$ cat src/rtl/or1200_keystream_xor.sv
// Keystream XOR stage for the AES-OFB pad generator: double-buffers pads
// and XORs 32-bit data words against successive pad words.
module or1200_keystream_xor #(
    parameter logic [7:0] SV_LOAD = 8'h02,
    parameter int         SV_STEP = 2
) (
    input  logic         clk,
    input  logic         rst,
    input  logic [127:0] enc_pad,
    input  logic         enc_done,
    input  logic         flush,
    input  logic         in_valid,
    input  logic [31:0]  in_data,
    output logic         in_ready,
    output logic         out_valid,
    output logic [31:0]  out_data,
    input  logic         out_ready,
    output logic         ks_stall,
    output logic [7:0]   shifted_value,
    output logic         overrun
);

    localparam logic [1:0] ST_EMPTY  = 2'd0;
    localparam logic [1:0] ST_ACTIVE = 2'd1;
    localparam logic [1:0] ST_DRAIN  = 2'd2;

    logic [1:0]   state_q, state_d;
    logic [127:0] cur_pad_q, cur_pad_d;
    logic [127:0] nxt_pad_q, nxt_pad_d;
    logic         nxt_valid_q, nxt_valid_d;
    logic         out_valid_q, out_valid_d;
    logic [31:0]  out_data_q, out_data_d;
    logic         overrun_q, overrun_d;
    logic [1:0]   word_ptr_q, word_ptr_d;
    logic [7:0]   sv_q, sv_d;
    logic         accept;
    logic         exhaust;

    assign in_ready      = (state_q == ST_ACTIVE) & (~out_valid_q | out_ready);
    assign accept        = in_valid & in_ready;
    assign exhaust       = accept & (word_ptr_q == 2'd3);
    assign ks_stall      = in_valid & ~in_ready;
    assign out_valid     = out_valid_q;
    assign out_data      = out_data_q;
    assign shifted_value = sv_q;
    assign overrun       = overrun_q;

    always_comb begin
        state_d     = state_q;
        cur_pad_d   = cur_pad_q;
        nxt_pad_d   = nxt_pad_q;
        nxt_valid_d = nxt_valid_q;
        out_valid_d = out_valid_q;
        out_data_d  = out_data_q;
        overrun_d   = overrun_q;
        word_ptr_d  = word_ptr_q;
        sv_d        = sv_q;
        if (flush) begin
            // A pad arriving alongside flush belongs to the old seed: drop it.
            state_d     = ST_EMPTY;
            nxt_valid_d = 1'b0;
            out_valid_d = 1'b0;
            word_ptr_d  = 2'd0;
            sv_d        = 8'h00;
        end else begin
            if (accept) begin
                out_valid_d = 1'b1;
                out_data_d  = in_data ^ cur_pad_q[32*word_ptr_q +: 32];
            end else if (out_ready) begin
                out_valid_d = 1'b0;
            end
            if (state_q == ST_ACTIVE) begin
                if (accept && word_ptr_q != 2'd3) begin
                    word_ptr_d = word_ptr_q + 2'd1;
                    sv_d       = sv_q << SV_STEP;
                end
                if (exhaust) begin
                    word_ptr_d = 2'd0;
                    if (nxt_valid_q) begin
                        cur_pad_d   = nxt_pad_q;
                        nxt_valid_d = 1'b0;
                        sv_d        = SV_LOAD;
                    end else if (enc_done) begin
                        cur_pad_d = enc_pad;
                        sv_d      = SV_LOAD;
                    end else begin
                        state_d = ST_DRAIN;
                        sv_d    = 8'h00;
                    end
                end
                // The buffer frees this cycle on an exhaust swap, so no overrun.
                if (enc_done && !(exhaust && !nxt_valid_q)) begin
                    nxt_pad_d   = enc_pad;
                    nxt_valid_d = 1'b1;
                    if (nxt_valid_q && !exhaust) begin
                        overrun_d = 1'b1;
                    end
                end
            end else if (enc_done) begin
                cur_pad_d  = enc_pad;
                word_ptr_d = 2'd0;
                sv_d       = SV_LOAD;
                state_d    = ST_ACTIVE;
            end
        end
    end

    always_ff @(posedge clk or negedge rst) begin
        if (!rst) begin
            state_q     <= ST_EMPTY;
            cur_pad_q   <= '0;
            nxt_pad_q   <= '0;
            nxt_valid_q <= 1'b0;
            out_valid_q <= 1'b0;
            out_data_q  <= '0;
            overrun_q   <= 1'b0;
            word_ptr_q  <= 2'd0;
            sv_q        <= 8'h00;
        end else begin
            state_q     <= state_d;
            cur_pad_q   <= cur_pad_d;
            nxt_pad_q   <= nxt_pad_d;
            nxt_valid_q <= nxt_valid_d;
            out_valid_q <= out_valid_d;
            out_data_q  <= out_data_d;
            overrun_q   <= overrun_d;
            word_ptr_q  <= word_ptr_d;
            sv_q        <= sv_d;
        end
    end

endmodule

$ cat config.mk
export PLATFORM = sky130hd
export DESIGN_NAME = or1200_keystream_xor
export DESIGN_NICKNAME = d
export VERILOG_FILES = /design/src/rtl/or1200_keystream_xor.sv
export SDC_FILE = /design/constraint.sdc
export NUM_CORES = 1
export LEC_CHECK = 0
export CAP_MARGIN = 15
export CORE_ASPECT_RATIO = 0.9
export CORE_MARGIN = 2
export CORE_UTILIZATION = 60
export CTS_CLUSTER_DIAMETER = 120
export DETAILED_ROUTE_END_ITERATION = 8
export PLACE_DENSITY = 0.86
export SLEW_MARGIN = 20
export SYNTH_ARGS = -nofsm -noshare
export SYNTH_HDL_FRONTEND = slang
export SYNTH_SLANG_ARGS = --single-unit
$ cat constraint.sdc
create_clock -name clk -period 4.1 [get_ports clk]
set_input_delay 0.82 -clock clk [delete_from_list [all_inputs] [get_ports clk]]
set_output_delay 0.82 -clock clk [all_outputs]
set_load 0.02 [all_outputs]
==> results of run 1 <==
-- critical path: stages --
cell             delay (ns)
clkdlybuf4s50_1        0.44
nand2b_1               0.28
nand2_1                0.15
and2_1                 0.19
clkdlybuf4s50_1        0.54
-- layer usage --
layer | part of all wire | vias up | GRT usage
met5 | 0.00039 | - | 0
met4 | 0.025 | 2 | 0.07264
met3 | 0.049 | 55 | 0.03454
met2 | 0.49 | 304 | 0.4064
met1 | 0.44 | 5028 | 0.3730
li1 | - | 4348 | -
-- cells by family after synthesis --
| family | Yosys count | synth area share |
|---|---|---|
| simple gates | 185 | 0.08242 |
| compound gates | 302 | 0.1831 |
| mux | 161 | 0.1733 |
| buf+inv | 110 | 0.04720 |
| flops | 299 | 0.4943 |
| xor+xnor | 32 | 0.01852 |
| fa+ha+maj | 1 | 0.0008265 |
| other cells | 1 | 0.0002478 |
-- final timing paths --
path	depth (start not counted)	to	slack [ns]
hold / removal	1	out_data[22]$_DFFE_PN0P_	0.33
max in group asynchronous	2	cur_pad_q[104]$_DFFE_PN0P_	2.70
min in group clk	2	out_data[27]$_DFFE_PN0P_	0.48
hold reg to reg	2	out_data[27]$_DFFE_PN0P_	0.48
setup / recovery	5	ks_stall	0.86
setup reg to reg	6	nxt_pad_q[0]$_DFFE_PN0P_	1.84
-- area by class of cell --
class	count	area, um2
fillers	1555	6620
flip-flops and latches	299	7485
well taps	342	427.9
multi-input cells	685	6972
diodes	1	2.502
clock buffers	42	867.1
inverters	3	11.26
clock inverters	13	172.7
repair buffers	229	2422
-- stage by stage --
step,instance area [um2],hold slack (ns),instances
after global routing,18360,0.3983,1614
after CTS,18360,0.3681,1613
final,18360,0.3260,1614
after floorplan,15150,0.4588,1094
after global placement,17320,0.4644,1558
after detailed placement,17320,0.4745,1558
-- synthesized netlist by cell type (all sizes together) (2+ instances only) --
cell / instances / area [um2]
nand3: 2 / 10.01
o21ai: 162 / 810.8
clkbuf: 34 / 127.6
dfrtp: 299 / 7482
nand4b: 2 / 23.77
nand3b: 129 / 968.4
nand2b: 2 / 12.51
a22o: 3 / 26.28
mux4: 32 / 720.7
nand2: 38 / 142.6
nand4: 2 / 12.51
a21oi: 3 / 15.01
mux2: 129 / 1903
xnor2: 32 / 280.3
nor2: 4 / 15.01
a2bb2oi: 128 / 1872
inv: 3 / 11.26
a31o: 2 / 17.52
buf: 73 / 575.5
-- state kept, by name (all words and copies together) (netlist names) --
register / count
cur_pad_q: 128
nxt_pad_q: 128
out_data: 32
shifted_value: 4
state_q: 2
word_ptr_q: 2
nxt_valid_q: 1
out_valid: 1
overrun: 1
-- power by group --
group | switching, mW | leakage (nW) | internal [mW]
clock | 1.13 | 0.505 | 1.72
combinational | 0.841 | 3.63 | 1.37
sequential | 0.428 | 3.48 | 3.62
==> results by group, run 1 <==
Worst setup path
  – CP Max Fanout: 9
  – Crit path DAT: 2.42 ns
  – Critical path required time: 3.28 ns
  – Worst setup startpoint: out_ready
  – Critical path type: in2out
  – Reg2Reg Launch Point: word_ptr_q[1]$_DFFE_PN0P_
  – Critical path launch point type: input pin
  – CP endpoint kind: primary output

Pwr
  – Peak supply drop: 0.3061 mV
  – Total power draw: 9.108 mW
  – Power per cell area: 496.1 nW/um2
  – Leak: 7.620 nW

Min path
  – Min-Delay Path Class: in2async

Placement
  – DPL Wire Length: 20910 um
  – GPL Wtd Cong: 0.7695
  – Pre-CTS setup slack: 0.8531 ns
  – Port Buffers: 205

Timing
  – Worst Tran Pin Value: 0.9601 ns
  – Worst Slack Setup Final: 0.8576 ns
  – RSZ-0062 raised after global routing: no
  – TNS Setup: 0 ns
  – Worst clock skew: 0.005590 ns
  – Tcrit/Tclk final: 0.7908
  – Final Setup Violations: 0
  – Worst relative slew slack: 0.3600
  – Max-slew violations: 0
  – Final min period: 3.242 ns
  – Fmax: 308.4 MHz
  – Final Hold Viols: 0

Global route
  – Initial antenna violation count: 2
  – First-pass GRT wire length: 54050 um
  – GRT overflow: 0
  – Vias in the first global route: 9978
  – Largest net degree at the start of global routing: 257
  – GRT Total Usage: 0.2562

Clock network
  – CTS buffer count: 31
  – Clk_lat worst skew: 0.54 ns
  – Setup repair bufs after CTS: 0
  – CTS tree: yes
  – Clock root cell: clkbuf_16
  – CTS clock-pin slew for the worst setup and hold paths: 0.06 ns
  – H-tree level count: 1
  – Post-cts sizing count: 0
  – CTS Sinks: 299
  – CTS Hold Buffers Added: 0
  – Bufs on Longest Clock Path: 3

Synth
  – Sequential area share after synthesis: 0.4943
  – Post-Syn Instances: 1091
  – #FFs+latches synth: 299
  – Yosys Warn Count: 0
  – Mapped Area: 15140 um2
  – Post-synthesis cell type count: 41
  – Ys async rst share: 1.000
  – Dominant synthesized flop cell: dfrtp_1
  – Post-synth EDFFs: 0
  – Syn avg cell area: 13.87 um2

Drt
  – Vias: 9737
  – Avg WL per Cell: 20.79 um
  – Antenna Nets Post-Route: 0
  – DRT Wirelength: 33550 um
  – Drt drc: 0
  – First DRT Iteration DRCs: 718
  – Vias per inst: 6.033
  – DR pass1 iterations: 5

Cells and area
  – Area grow syn2layout: 21.30%
  – Commonest non-fill, non-tap cell in the layout: dfrtp_1
  – Most frequent cells in the layout: dfrtp_1, clkdlybuf4s50_1, o21ai_0
  – NumNets Final: 1416
  – Post-layout util: 0.7350
  – Fraction of layout cells with a size suffix above 1: 0.2832

Floorplan
  – Core Box Area: 24980 um2
  – DIE WIDTH: 171.4 um
  – Initial Util: 0.6059
  – Die ar.: 26510 um2
  – I/O pin cnt: 210
  – Die height: 154.7 um
  – Number of core rows: 55

Run status
  – Status: complete, no violations

Job
  – Max_cap viols: 0
Power figures use the tool's default switching activity.
==> run 2: changes to the inputs <==
--- a/config.mk
+++ b/config.mk
@@ -8,10 +8,10 @@
 export CAP_MARGIN = 15
 export CORE_ASPECT_RATIO = 0.9
 export CORE_MARGIN = 2
-export CORE_UTILIZATION = 60
+export CORE_UTILIZATION = 55
 export CTS_CLUSTER_DIAMETER = 120
 export DETAILED_ROUTE_END_ITERATION = 8
-export PLACE_DENSITY = 0.86
+export PLACE_DENSITY = 0.8
 export SLEW_MARGIN = 20
 export SYNTH_ARGS = -nofsm -noshare
 export SYNTH_HDL_FRONTEND = slang
==> constraint.sdc (replaced) <==
create_clock -name clk -period 3.01 [get_ports clk]
set_input_delay 0.602 -clock clk [delete_from_list [all_inputs] [get_ports clk]]
set_output_delay 0.602 -clock clk [all_outputs]
set_load 0.02 [all_outputs]
==> run 2 against run 1 <==
Net effect:
- register-to-register slack got worse by 0.85 ns
- sequential share of layout area decreased by 0.19 points
- clock power increased by 45%
- worst setup slack got worse by 0.52 ns
- critical path depth decreased by 1
- die area increased by 8.9%
- combinational power increased by 36%
- routed wire length increased by 0.49%
- count of clock-buffer cells in the layout decreased by 2
- sequential power increased by 36%
- critical endpoint unchanged
- highest routed layer unchanged
==> results by group, run 2 (same netlist as run 1, synthesis figures left out) <==
Clock network
  – CTS buffer count: 30
  – CTS Sinks: 299
  – CTS tree: yes
  – H-tree level count: 1
  – Clock root cell: clkbuf_16
  – Clk_lat worst skew: 0.54 ns
  – CTS clock-pin slew for the worst setup and hold paths: 0.07 ns
  – Post-cts sizing count: 0
  – Bufs on Longest Clock Path: 3

Floorplan
  – I/O pin cnt: 210
  – Die height: 161.4 um
  – Die ar.: 28860 um2
  – Initial Util: 0.5600
  – Number of core rows: 57
  – DIE WIDTH: 178.9 um
  – Core Box Area: 27030 um2

Min path
  – Min-Delay Path Class: reg2reg
  – WHS Path Cells: 1

Timing
  – Fmax: 374.7 MHz
  – Max-slew violations: 0
  – Worst clock skew: 0.007788 ns
  – Final min period: 2.669 ns
  – Final Hold Viols: 0
  – TNS Setup: 0 ns
  – Tcrit/Tclk final: 0.8867
  – Worst relative slew slack: 0.3191
  – RSZ-0062 raised after global routing: no
  – Worst Tran Pin Value: 1.021 ns
  – Final Setup Violations: 0
  – Hold_ws: 0.4713 ns

Pwr
  – Peak supply drop: 0.4866 mV
  – Leak: 7.663 nW
  – Power per cell area: 685.3 nW/um2

Drt
  – Drt drc: 0
  – Antenna Nets Post-Route: 0
  – DR pass1 iterations: 5
  – First DRT Iteration DRCs: 697
  – Avg WL per Cell: 20.72 um
  – DRT Wirelength: 33720 um
  – Vias per inst: 5.854
  – Vias: 9525

Worst setup path
  – CP endpoint kind: primary output
  – Critical path type: reg2out
  – Critical path launch point type: flip-flop
  – Critical path required time: 2.41 ns
  – Crit path DAT: 2.07 ns
  – CP Max Fanout: 7
  – Reg2Reg Depth: 6

Global route
  – GRT overflow: 0
  – First-pass GRT wire length: 54320 um
  – GRT Total Usage: 0.2352
  – Largest net degree at the start of global routing: 257
  – Vias in the first global route: 9898
  – Initial antenna violation count: 4

Cells and area
  – NumNets Final: 1415
  – Most frequent cells in the layout: dfrtp_1, clkdlybuf4s50_1, o21ai_0
  – Fraction of layout cells with a size suffix above 1: 0.2850
  – Fillers: 1841
  – Area grow syn2layout: 21.86%
  – Commonest non-fill, non-tap cell in the layout: dfrtp_1

Placement
  – DPL Wire Length: 20680 um
  – GPL Wtd Cong: 0.7696
  – Port Buffers: 205

Job
  – Max_cap viols: 0

Run status
  – Status: complete, no violations
run 2: cell type report:
class                   count  area [um2]  share of cell area
diodes                      3       7.507           0.0004070
clock buffers              40       879.6             0.04769
clock inverters            14       222.7             0.01207
inverters                   3       11.26           0.0006105
multi-input cells         685        6972              0.3780
flip-flops and latches    299        7485              0.4058
well taps                 354       442.9             0.02401
repair buffers            229        2425              0.1315
run 2: final timing paths:
kind / to / slack, ns / start
max: ks_stall / 0.34 / state_q[1]$_DFFE_PN0P_
min: overrun$_DFFE_PN0P_ / 0.47 / overrun$_DFFE_PN0P_
max reg2reg: nxt_pad_q[6]$_DFFE_PN0P_ / 0.99 / word_ptr_q[0]$_DFFE_PN0P_
min reg2reg: overrun$_DFFE_PN0P_ / 0.47 / overrun$_DFFE_PN0P_
max in group asynchronous: cur_pad_q[37]$_DFFE_PN0P_ / 1.54 / rst
min in group asynchronous: out_data[22]$_DFFE_PN0P_ / 0.57 / rst
run 2: timing repair:
item,4_1_cts,5_1_grt
buffers inserted,0,0
hold buffers,1,0
hold endpoints to repair,19,0
run 2: metrics by stage:
step / instance area, um2 / cells / setup slack [ns] / utilization / power (mW)
after CTS: 18440 / 1624 / 0.3116 / 0.6821 / 12.73
after floorplan: 15150 / 1094 / 1.135 / - / 7.532
after detailed placement: 17330 / 1569 / 0.4079 / 0.6410 / 8.556
final: 18450 / 1627 / 0.3411 / 0.6824 / 12.64
after global routing: 18450 / 1627 / 0.2626 / 0.6824 / 13.19
after global placement: 17330 / 1569 / 0.4176 / 0.6410 / 8.420
run 2: critical path, stage by stage, from the launching register on:
cell             delay, ns
dfrtp_1               0.41
and2b_4               0.31
nand2_1               0.10
and2_1                0.17
clkdlybuf4s50_1       0.54
run 2: metal layers:
metal	vias up	GRT usage	share of wire
li1	4335	-	-
met1	4915	0.3454	0.46
met4	2	0.05506	0.019
met3	48	0.03437	0.046
met2	225	0.3724	0.48
met5	-	0	0.00033
run 2: report_power, final:
part | switching [mW] | total, mW | internal (mW)
logic | 1.14 | 3.01 | 1.87
clock network | 1.58 | 4.13 | 2.55
registers | 0.574 | 5.50 | 4.93
